==> src/rtl/instr_fetch_sequencer.sv <==
`default_nettype none
// ============================================================================
// Module   : instr_fetch_sequencer
// Purpose  : Owns the PC, fetches from combinational imem into a one-entry
//            valid/ready output register; handles redirects and fault halts.
// Revision : 1.0 - initial release
// ============================================================================
module instr_fetch_sequencer #(
    parameter logic [63:0] RESET_PC = 64'h0
) (
    input  logic        clk_i,
    input  logic        rst_i,
    input  logic        start_i,
    output logic [63:0] imem_pc_o,
    input  logic [31:0] imem_instr_i,
    input  logic        imem_error_i,
    input  logic        redirect_valid_i,
    input  logic [63:0] redirect_pc_i,
    output logic        instr_valid_o,
    output logic [31:0] instr_o,
    output logic [63:0] instr_pc_o,
    input  logic        instr_ready_i,
    output logic        halted_o,
    output logic [63:0] fault_pc_o,
    output logic [31:0] fetch_count_o
);

    typedef enum logic [1:0] {
        S_IDLE = 2'd0,
        S_RUN  = 2'd1,
        S_HALT = 2'd2
    } state_t;

    state_t      state_q, state_d;
    logic [63:0] pc_q, pc_d;
    logic        valid_q, valid_d;
    logic [31:0] instr_q, instr_d;
    logic [63:0] instr_pc_q, instr_pc_d;
    logic        halted_q, halted_d;
    logic [63:0] fault_pc_q, fault_pc_d;
    logic [31:0] count_q, count_d;

    logic slot_free;
    logic fault;

    assign slot_free = !valid_q || instr_ready_i;
    assign fault     = imem_error_i || (pc_q[1:0] != 2'b00);

    always_comb begin
        state_d    = state_q;
        pc_d       = pc_q;
        valid_d    = valid_q;
        instr_d    = instr_q;
        instr_pc_d = instr_pc_q;
        halted_d   = halted_q;
        fault_pc_d = fault_pc_q;
        count_d    = count_q;

        // A completed handshake always empties the slot unless refilled below.
        if (valid_q && instr_ready_i) begin
            valid_d = 1'b0;
        end

        unique case (state_q)
            S_IDLE: begin
                if (redirect_valid_i) begin
                    pc_d = redirect_pc_i;
                end
                if (start_i) begin
                    state_d = S_RUN;
                end
            end
            S_RUN: begin
                if (redirect_valid_i) begin
                    pc_d    = redirect_pc_i;
                    valid_d = 1'b0;
                end else if (slot_free && fault) begin
                    state_d    = S_HALT;
                    halted_d   = 1'b1;
                    fault_pc_d = pc_q;
                end else if (slot_free) begin
                    instr_d    = imem_instr_i;
                    instr_pc_d = pc_q;
                    valid_d    = 1'b1;
                    pc_d       = pc_q + 64'd4;
                    count_d    = count_q + 32'd1;
                end
            end
            S_HALT: begin
                if (redirect_valid_i) begin
                    pc_d     = redirect_pc_i;
                    valid_d  = 1'b0;
                    halted_d = 1'b0;
                    state_d  = S_RUN;
                end
            end
            default: begin
                state_d = S_IDLE;
            end
        endcase
    end

    always_ff @(posedge clk_i or posedge rst_i) begin
        if (rst_i) begin
            state_q    <= S_IDLE;
            pc_q       <= RESET_PC;
            valid_q    <= 1'b0;
            instr_q    <= 32'd0;
            instr_pc_q <= 64'd0;
            halted_q   <= 1'b0;
            fault_pc_q <= 64'd0;
            count_q    <= 32'd0;
        end else begin
            state_q    <= state_d;
            pc_q       <= pc_d;
            valid_q    <= valid_d;
            instr_q    <= instr_d;
            instr_pc_q <= instr_pc_d;
            halted_q   <= halted_d;
            fault_pc_q <= fault_pc_d;
            count_q    <= count_d;
        end
    end

    assign imem_pc_o     = pc_q;
    assign instr_valid_o = valid_q;
    assign instr_o       = instr_q;
    assign instr_pc_o    = instr_pc_q;
    assign halted_o      = halted_q;
    assign fault_pc_o    = fault_pc_q;
    assign fetch_count_o = count_q;

endmodule
`default_nettype wire

==> config.mk <==
export PLATFORM = sky130hd
export DESIGN_NAME = instr_fetch_sequencer
export DESIGN_NICKNAME = d
export VERILOG_FILES = /design/src/rtl/instr_fetch_sequencer.sv
export SDC_FILE = /design/constraint.sdc
export NUM_CORES = 1
export LEC_CHECK = 0
export CORE_UTILIZATION = 50
export DETAILED_ROUTE_END_ITERATION = 16
export PLACE_DENSITY_LB_ADDON = 0.1
export SLEW_MARGIN = 20
export SYNTH_ARGS = -nofsm -noshare
export SYNTH_HDL_FRONTEND = slang
export SYNTH_SLANG_ARGS = --single-unit
==> constraint.sdc <==
create_clock -name clk_i -period 18 [get_ports clk_i]
set_input_delay 4.5 -clock clk_i [delete_from_list [all_inputs] [get_ports clk_i]]
set_output_delay 4.5 -clock clk_i [all_outputs]
set_load 0.005 [all_outputs]
=== After elaboration in Yosys (flattened, before gate mapping) ===
Cells that the tools add are included.
Widths: inputs -> output; s select.

* Register bits: 260
* Output and inout bits: 258

* Add/subtract/negate cells: 2
* Mux-type cells: 20
* Equality and inequality tests: 9
* Bitwise operators: 2
* Reductions and logical operators: 15

{| class="wikitable"
|+ Operators with widths
! kind !! number
|-
| $mux 64 || 4
|-
| $pmux 64 s2 || 1
|-
| $add 64x3->64 const B || 1
|-
| $add 32x1->32 const B || 1
|-
| $reduce_and 4->1 || 4
|-
| $mux 1 || 8
|-
| $mux 2 || 4
|-
| $ne 2x2->1 const B || 4
|-
| $ne 3x3->1 const B || 2
|-
| $pmux 2 s3 || 1
|-
| $reduce_bool 2->1 || 3
|-
| $pmux 1 s2 || 2
|-
| $reduce_and 3->1 || 1
|-
| $eq 2x1->1 const B || 1
|-
| $eq 2x2->1 const B || 1
|-
| $logic_and 1x1->1 || 2
|-
| $logic_not 2->1 || 1
|-
| $logic_or 1x1->1 || 2
|-
| $ne 2x1->1 const B || 1
|-
| $not 1->1 || 2
|-
| $reduce_or 2->1 || 1
|-
| $logic_not 1->1 || 1
|}

=== Logic depth before layout (Yosys ltp) ===
* Depth after elaboration: 6
* Mapped depth: 10
* Gate-level depth less buffers: 8

=== Worst setup path before layout ===
No wires, ideal clock.

* Path kind: input port to flip-flop
* Start point: in redirect_valid_i
* End point: reg fault_pc_q[10], in the netlist fault_pc_o[10]
* Data arrival time: 6218 ps
* Setup time: 125 ps
* Setup slack: 11658 ps
* Data required time: 17875 ps
* Cell stages on the path: 6
* Path through: clkbuf_1 or3_1 nor2_1 clkbuf_1 clkbuf_1 mux2_2

* Cells in the longest elaborated chain, start to end: 2

{| class="wikitable"
|+ RTL lines
! element !! line !! text
|-
| start, declared || 17 || <nowiki>input logic redirect_valid_i,</nowiki>
|-
| $not 1->1 (no line) || -- ||
|-
| $reduce_and 3->1 (no line) || -- ||
|-
| end signal, assigned || 120 || <nowiki>fault_pc_q <= fault_pc_d;</nowiki>
|-
| end, declared || 40 || <nowiki>logic [63:0] fault_pc_q, fault_pc_d;</nowiki>
|}

No other way between the ends.
A chain may end at the register's enable or synchronous reset.

=== Worst setup path in the final report ===
* Start point: in redirect_valid_i
* End point: reg fault_pc_q[55], in the netlist fault_pc_o[55]

The elaborated chain is that of the path after synthesis.

==> summary.md <==
| Metric | Value |
|---|---|
| Status | finished clean |
| Max-Cap Viols | 0 |
| Remaining Overflow, GRT | 0 |
| Area delta synth->final | 40.1% |
| Initial antenna violation count | 1 |
| Die ar. | 24400 um2 |
| CTS tree | done |
| CP endpoint kind | register |
| Vias | 9585 |
| Worst-Margin Slew | 985 ps |
| #FFs+latches synth | 260 |
| GRT Overall Usage | 0.266 |
| Worst VDD drop | 127 uV |
| Leak Pwr | 6.80 nW |
| Inserted Clock Buffers | 28 |
| First-pass detailed-route iteration total | 5 |
| Clock transition at path regs | 60 ps |
| # DRC | 0 |
| Setup Skew | 5.87 ps |
| Cells after synthesis | 1043 |
| Cell taking the most area after synthesis | dfrtp_1 |
| Unrepaired setup endpoints after global routing | false |
| Main synth FF type | dfrtp_1 |
| WL final | 33.2 mm |
| Synth top area cells | dfrtp_1 55%, mux2_2 15%, a21oi_1 3.2% |
| Ys Warns | 0 |
| Final number of hold-violating endpoints | 0 |
| Worst-skew pair later-pin latency | 530 ps |
| Slowest cell on crit path | nor2_4 |
| # resized after CTS | 0 |
| Placement Rows | 56 |
| PortBufs | 359 |
| Setup TNS | 0 ps |
| Synth top cells by count | 260 x dfrtp_1, 155 x mux2_2, 75 x a21oi_1, 63 x nand2_1, 57 x nor2_1 |
| Detailed Place HPWL | 22.9 mm |
| Cell variety after synth | 63 |
| Largest delay share family, worst path | simple AND/OR/NAND/NOR gates |
| WL/cell | 19.4 um |
| Top-level I/O count | 360 |
| Post-synth EDFFs | 0 |
| Max clock buf depth | 3 |
| Cell area after synthesis | 11900 um2 |
| P per Cell Area | 174 nW/um2 |
| Drt via density | 5.61 |
| Period Utilization, post-route | 0.393 |
| Crit path time final | 7080 ps |
| Critical path required time | 18410 ps |
| CP Buf/Inv Count | 2 |
| First-pass GRT wire length | 51.3 mm |
| Kind of critical path | input pin to register |
| Top cell type's share of synthesized area | 0.548 |
| Fraction of registers with async set/reset | 1.00 |
| Clock Tree Root | clkbuf_16 |
| Die Wd | 156 um |
| Tightest Hold Check Type | register to register |
| CP arrival | 7480 ps |
| Final layout net count | 1476 |
| Syn Nets | 1151 |
| Largest net degree at the start of global routing | 139 |
| Synth Area per Inst | 11.4 um2 |
| H-Tree Depth | 1 |
| Gp weighted congestion | 0.821 |
| Register area share after synthesis | 0.548 |
| Fmax | 141 MHz |
| Top-count cell post-synth | dfrtp_1 |
| Util after Layout | 0.711 |
| Post-DRT Antenna Nets | 0 |
| CP cell instances | clkdlybuf4s50_1 -> or3_1 -> nor2_4 -> buf_4 -> mux2_2 |
| Clock Sinks | 260 |
| First DRT Iteration DRCs | 597 |
| Number of global-route vias before repair | 9142 |
| Postcts setup bufs | 0 |
| Cts hold-fix bufs | 0 |
| Share of layout cells above drive strength 1 | 0.168 |
| Final slew viol count | 0 |
| Slew headroom | 0.342 |
| CP Max Fanout | 33 |
| Starting Density | 0.507 |
| Startpoint types | input pin |
| Die Ht | 156 um |
| Core Box Area | 23400 um2 |
| Final setup viols | 0 |
| CP peak stage delay | 760 ps |
==> cells in the final DEF (no fill, tap or decap), types with 3 or more instances in the layout <==
cell type	n
clkdlybuf4s50_1	359
dfrtp_1	260
mux2_2	155
a21oi_1	75
nand2_1	63
nor2_1	55
nand3_1	49
o21ai_0	46
clkbuf_16	29
nand4_1	28
xnor2_1	24
o22ai_1	20
nor3_1	19
o22a_1	16
and3_1	15
inv_1	14
a2bb2oi_1	13
and4_1	12
a31oi_1	9
nor4_1	8
buf_4	8
xor2_1	7
clkbuf_8	7
clkbuf_1	7
ha_1	6
and2_1	5
or3_1	5
clkinv_2	5
and3_2	4
o32ai_1	4
bufinv_16	4
and2_0	3
or2_2	3
o21a_1	3
o2bb2ai_1	3
a311oi_1	3
==> final cells by class <==
cell class	count	area [um2]
antenna	1	2.50
timing repair buffer	367	3650
tap	319	399
multi-input combinational	696	5010
inverter	15	63.8
clock inverter	9	145
clock buffer	43	848
fill	1782	6770
sequential	260	6510
==> power breakdown <==
group	total, W	switching (W)	internal [W]
logic	0.00119	0.000464	0.000725
registers	0.00110	0.000259	0.000838
clock network	0.000614	0.000234	0.000380
total	0.00290	0.000956	0.00194
==> routing by layer <==
metal,global-route usage,part of all wire,routed length [um],up-vias
met5,0,0,0,-
met2,0.451,0.49,16300,353
li1,-,-,-,4456
met4,0.0551,0.015,486,0
met1,0.350,0.42,13900,4744
met3,0.0581,0.078,2590,32
==> state kept, by name, indices dropped and copies added (netlist names) <==
signal         flops
instr_pc_o        64
imem_pc_o         64
fault_pc_o        64
state_q            2
instr_o           32
instr_valid_o      1
halted_o           1
fetch_count_o     32
==> cells by family after synthesis <==
family | count (synthesis) | synth area share
multiplexers | 156 | 0.148
buffers and inverters | 87 | 0.0335
flip-flops | 260 | 0.548
XOR/XNOR | 31 | 0.0229
AND/OR/NAND/NOR | 293 | 0.132
adder cells (fa/ha/maj) | 6 | 0.00632
AO/OA/AOI/OAI | 210 | 0.109
==> worst register-to-register path: cells and delay by family (launching register included) <==
kind,cells,cell delay (ps)
compound gates,2,350
fa+ha+maj,1,240
buf+inv,2,800
flops,1,420
simple gates,3,1470
==> through the flow <==
step	cells	setup WS (ps)	area, um2	total power (W)	hold WS [ps]
after floorplan	1043	6340	11900	0.00160	465
after global placement	1657	10410	15600	0.00226	461
after global routing	1710	10630	16600	0.00307	506
after detailed placement	1657	10370	15600	0.00229	470
after CTS	1709	10890	16600	0.00292	484
final	1710	10920	16600	0.00290	482
==> final timing paths <==
check / slack [ps] / endpoint / depth (start not counted) / from
worst max-delay path: 10920 / fault_pc_o[55]$_DFFE_PP0P_ / 5 / redirect_valid_i
worst min-delay path: 480 / instr_pc_o[50]$_DFFE_PP0P_ / 2 / instr_pc_o[50]$_DFFE_PP0P_
worst max register to register: 14600 / imem_pc_o[32]$_DFFE_PP0P_ / 8 / state_q[0]$_DFFE_PP0P_
worst min register to register: 480 / instr_pc_o[50]$_DFFE_PP0P_ / 2 / instr_pc_o[50]$_DFFE_PP0P_
max in group asynchronous: 11900 / fetch_count_o[8]$_DFFE_PP0P_ / 3 / rst_i
min in group asynchronous: 4610 / instr_o[1]$_DFFE_PP0P_ / 2 / rst_i
(Power assumes the default switching activity.)
